--- src/rtl/bcd_subtractor_serial.sv ---
// bcd_subtractor_serial
// Digit-serial multi-digit BCD subtractor computing D = A - B - Bin over NDIG
// packed BCD digits, one digit per clock, least-significant digit first.
// The result is modulo 10^NDIG; a borrow out of the top digit shows up on Bout.
//
// Ports:
//   clk    rising-edge clock
//   rst_n  asynchronous active-low reset (aborts any operation, no done)
//   start  request, sampled only in IDLE or DONE
//   A, B   minuend / subtrahend, packed BCD, digit 0 = bits [3:0]
//   Bin    borrow-in applied to digit 0
//   D      difference, packed BCD (valid from done onward)
//   Bout   final borrow, 1 when A < B + Bin
//   busy   high while digits are being processed
//   done   one-cycle pulse marking D/Bout/err valid
//   err    sticky flag: some input digit of A or B exceeded 9

module bcd_subtractor_serial #(
  parameter int NDIG = 4
) (
  input  logic              clk,
  input  logic              rst_n,
  input  logic              start,
  input  logic [4*NDIG-1:0] A,
  input  logic [4*NDIG-1:0] B,
  input  logic              Bin,
  output logic [4*NDIG-1:0] D,
  output logic              Bout,
  output logic              busy,
  output logic              done,
  output logic              err
);

  localparam int             CW   = (NDIG > 1) ? $clog2(NDIG) : 1;
  localparam logic [CW-1:0]  LAST = CW'(NDIG - 1);

  typedef enum logic [1:0] {
    IDLE,
    CALC,
    DONE
  } state_t;

  state_t state, next_state;

  logic [4*NDIG-1:0] a_q, b_q, d_q;
  logic [CW-1:0]     cnt;
  logic              borrow;
  logic              bout_q;
  logic              err_q;

  logic [3:0] a_dig, b_dig, d_dig;
  logic [4:0] t;
  logic       borrow_next;
  logic       err_next;
  logic       last_dig;

  // State register.
  always_ff @(posedge clk or negedge rst_n) begin
    if (!rst_n) begin
      state <= IDLE;
    end else begin
      state <= next_state;
    end
  end

  // Next-state logic. DONE behaves like IDLE for start so that operations
  // can be issued back to back; start during CALC is simply not looked at.
  always_comb begin
    next_state = state;
    case (state)
      IDLE:    next_state = start ? CALC : IDLE;
      CALC:    next_state = last_dig ? DONE : CALC;
      DONE:    next_state = start ? CALC : IDLE;
      default: next_state = IDLE;
    endcase
  end

  // Handshake outputs decoded straight from the state, so busy and done
  // can never overlap.
  always_comb begin
    busy = 1'b0;
    done = 1'b0;
    case (state)
      CALC:    busy = 1'b1;
      DONE:    done = 1'b1;
      default: begin
        busy = 1'b0;
        done = 1'b0;
      end
    endcase
  end

  // One digit step. t is a 5-bit two's complement value covering -16..15,
  // which spans every 4-bit digit pair, so bit 4 is the borrow. Adding 10 to
  // the low nibble of a negative t gives the corrected BCD digit mod 16.
  always_comb begin
    a_dig       = a_q[{cnt, 2'b00} +: 4];
    b_dig       = b_q[{cnt, 2'b00} +: 4];
    t           = {1'b0, a_dig} - {1'b0, b_dig} - {4'b0000, borrow};
    borrow_next = t[4];
    d_dig       = t[4] ? (t[3:0] + 4'd10) : t[3:0];
    err_next    = err_q | (a_dig > 4'd9) | (b_dig > 4'd9);
    last_dig    = (cnt == LAST);
  end

  // Datapath. Operands are captured on an accepted start so later changes on
  // A/B/Bin cannot disturb the running operation. D and Bout are left alone
  // at start and hold their previous result until the new digits land.
  always_ff @(posedge clk or negedge rst_n) begin
    if (!rst_n) begin
      a_q    <= '0;
      b_q    <= '0;
      d_q    <= '0;
      cnt    <= '0;
      borrow <= 1'b0;
      bout_q <= 1'b0;
      err_q  <= 1'b0;
    end else begin
      case (state)
        IDLE, DONE: begin
          if (start) begin
            a_q    <= A;
            b_q    <= B;
            borrow <= Bin;
            cnt    <= '0;
            err_q  <= 1'b0;
          end
        end
        CALC: begin
          d_q[{cnt, 2'b00} +: 4] <= d_dig;
          borrow                 <= borrow_next;
          err_q                  <= err_next;
          cnt                    <= cnt + CW'(1);
          if (last_dig) begin
            if (err_next) begin
              d_q    <= '0;
              bout_q <= 1'b0;
            end else begin
              bout_q <= borrow_next;
            end
          end
        end
        default: begin
          cnt <= '0;
        end
      endcase
    end
  end

  assign D    = d_q;
  assign Bout = bout_q;
  assign err  = err_q;

endmodule

--- config.mk ---
export PLATFORM = sky130hd
export DESIGN_NAME = bcd_subtractor_serial
export DESIGN_NICKNAME = d
export VERILOG_FILES = /design/src/rtl/bcd_subtractor_serial.sv
export SDC_FILE = /design/constraint.sdc
export NUM_CORES = 1
export LEC_CHECK = 0
export BUFFER_PORTS_ARGS = -buffer_cell sky130_fd_sc_hd__buf_4
export CAP_MARGIN = 20
export CORE_MARGIN = 5
export CORE_UTILIZATION = 59
export CTS_CLUSTER_SIZE = 30
export DETAILED_ROUTE_END_ITERATION = 16
export GPL_ROUTABILITY_DRIVEN = 0
export PLACE_DENSITY_LB_ADDON = 0.3
export SYNTH_ARGS = -nofsm -noshare
export SYNTH_HDL_FRONTEND = slang
export SYNTH_SLANG_ARGS = --single-unit
--- constraint.sdc ---
create_clock -name clk -period 7.8 [get_ports clk]
set_input_delay 1.17 -clock clk [delete_from_list [all_inputs] [get_ports clk]]
set_output_delay 1.17 -clock clk [all_outputs]
set_load 0.01 [all_outputs]
==> impl_metrics.tcl <==
set metrics [dict create \
    status "complete, no violations" \
    vias 1882 \
    layout_commonest_cell "buf_4" \
    timing.rr.end "D[2]" \
    clkTransAtPathRegs_ns 0.09 \
    hold_path_depth 1 \
    min_to "D[13]" \
    final.setup.tns_ns 0 \
    yosys_warnings 0 \
    area_delta_synth_final_pct 17.8 \
    ios 56 \
    max_freq_mhz 267 \
    dp_hpwl_mm 4.11 \
    ys_ff_latch 55 \
    drt_drc_violations_left 0 \
    cts_resized 0 \
    synth_cell_types 44 \
    worst_slack_ns 4.06 \
    mostFrequentLayoutCells "buf_4, dfrtp_1, mux2_2" \
    antenna_found_initial 0 \
    synth_area_leader_cell "dfrtp_1" \
    cp.required_ns 7.99 \
    die_w_um 79.1 \
    overflow 0 \
    hold_viol_final 0 \
    root_buffer "clkbuf_8" \
    cts_inserted_buffers 5 \
    start_util_pct 60.1 \
    cap_violations 0 \
    cp_data_arrival_time_ns 3.93 \
    rows 25 \
    drive_above_1_share_pct 41.8 \
    relSlewSlack_pct 51.8 \
    fin_skew_ns 0.00283 \
    fin_nets 316 \
    routed_wl_mm 5.42 \
    synthesis.nets 265 \
    synth_top_cell_area_share_pct 48.8 \
    ys_seq_area_share_pct 48.8 \
    io_buffers 55 \
    grt_pass1_wl_mm 9.25 \
    coreArea_sq_mm 0.00469 \
    syn-cell-area_sq_mm 0.00282 \
    first_pass_iters 4 \
    crit_path_start_kind "flip-flop" \
    min_period_ns 3.74 \
    synth.area.top_cells "dfrtp_1, mux2_2, ha_1" \
    die_area_sq_mm 0.00626 \
    worstSetupEndpointType "flip-flop" \
    avgSynthCellArea_sq_um 13.1 \
    cts-hold-fix-buffers 0 \
    critPathMaxFanout 17 \
    setup_viol 0 \
    reg2reg_slack_ns 4.06 \
    viasPerCell 5.84 \
    die_h_um 79.1 \
    first_global_vias 1906 \
    path_class "flip-flop to flip-flop" \
    syn_inst 216 \
    tightest_slew_ns 0.724 \
    dp_worst_setup_slack_ns 4.03 \
    track_usage_pct 18.9 \
    worstHoldPathType "flip-flop to flip-flop" \
    cts_max_path_buffers 2 \
    min-delay-start "D[13]" \
    htree_levels 2 \
    post_cts_buffers 0 \
    cts_tree "done" \
    grt_max_degree 56 \
    clock_latency_ns 0.30 \
    antenna_cells 0 \
    whs_ns 0.499 \
    finalCritPeriodShare_pct 48.0 \
    drt_iter0_drc 121 \
    rsz0062_at_grt "no" \
    reg2reg_from "cnt[0]" \
    cts_sinks 55 \
    drv_slew 0 \
    drtAntennaViolNets 0 \
    reg2reg_depth 12 \
    wl_per_cell_um 16.8 \
]
[per-layer routing]
layer	track usage, %	wire (um)	vias to the layer above
met1	25.3	2380	941
met4	5.67	61	0
met2	31.0	2700	44
li1	-	-	889
met3	4.31	275	8
met5	0	0	-
[critical path, cell delays in order (launching register included)]
cell and delay (ns):
dfrtp_1 0.82, mux4_1 0.63, inv_1 0.09, fa_1 0.20
inv_1 0.06, fa_1 0.49, xnor2_1 0.17, ha_1 0.32
nor4b_1 0.15, a311oi_1 0.25, o221ai_1 0.21, nand3_2 0.15
o2bb2ai_1 0.08
[state kept, by name, summed over array words and instances, names as in the netlist]
name / cells
Bout: 1
D: 16
a_q: 16
b_q: 16
borrow: 1
cnt: 2
err: 1
state: 2
[cell families (layout without fill, tap and decap cells)]
group	count (synthesis)	after routing	share of synthesized area (%)
DFF	55	55	48.8
AOI/OAI and AO/OA	41	41	12.8
muxes	40	40	19.4
and+or+nand+nor	33	33	6.39
buffers and inverters	30	82	5.01
adders and majority gates	13	13	6.30
xor gates and xnor gates	4	4	1.24
[final cells by class]
type / count / area [sq um]
sequential: 55 / 1380
multi-input combinational: 131 / 1310
timing repair buffer: 56 / 420
clock inverter: 2 / 12.5
fill: 342 / 1370
clock buffer: 6 / 72.6
tap: 54 / 67.6
inverter: 18 / 67.6
[synth_stat cells (all sizes together)]
master / count
nor2: 12
o41ai: 1
o22ai: 1
nand2b: 2
o2bb2ai: 4
nor4b: 1
a22o: 4
or2b: 1
nand2: 5
o31a: 1
buf: 6
mux2: 32
o32ai: 1
nor4bb: 1
a31o: 1
nand4: 2
a21o: 1
nor3: 2
clkbuf: 6
dfrtp: 55
o21ai: 7
mux4: 8
nand3: 2
a21oi: 7
o211ai: 2
a31oi: 1
nor2b: 2
o221ai: 1
a311oi: 1
ha: 11
and4b: 1
xnor2: 4
fa: 2
a32o: 8
nand4b: 2
inv: 18
[worst max-delay path by stage]
stage / from / endpoint / slack (ns) / depth (start not counted)
CTS: cnt[0] / D[11] / 4.01 / 12
global route: cnt[0] / D[2] / 3.79 / 12
detailed placement: cnt[0] / D[11] / 4.03 / 11
global placement: cnt[0] / D[3] / 4.15 / 11
floorplan: cnt[0] / D[11] / 4.51 / 13
finish: cnt[0] / D[2] / 4.06 / 12
[stage by stage]
stage          utilization [%]  std cells  cell area, sq um
6_report                  70.8        322              3320
3_3_place_gp              69.0        314              3240
2_1_floorplan                -        216              2820
5_1_grt                   70.8        322              3320
4_1_cts                   70.8        322              3320
3_5_place_dp              69.0        314              3240
Power is not shown: default switching activity piles up to over one toggle a cycle in this logic, so the estimate is an artifact.
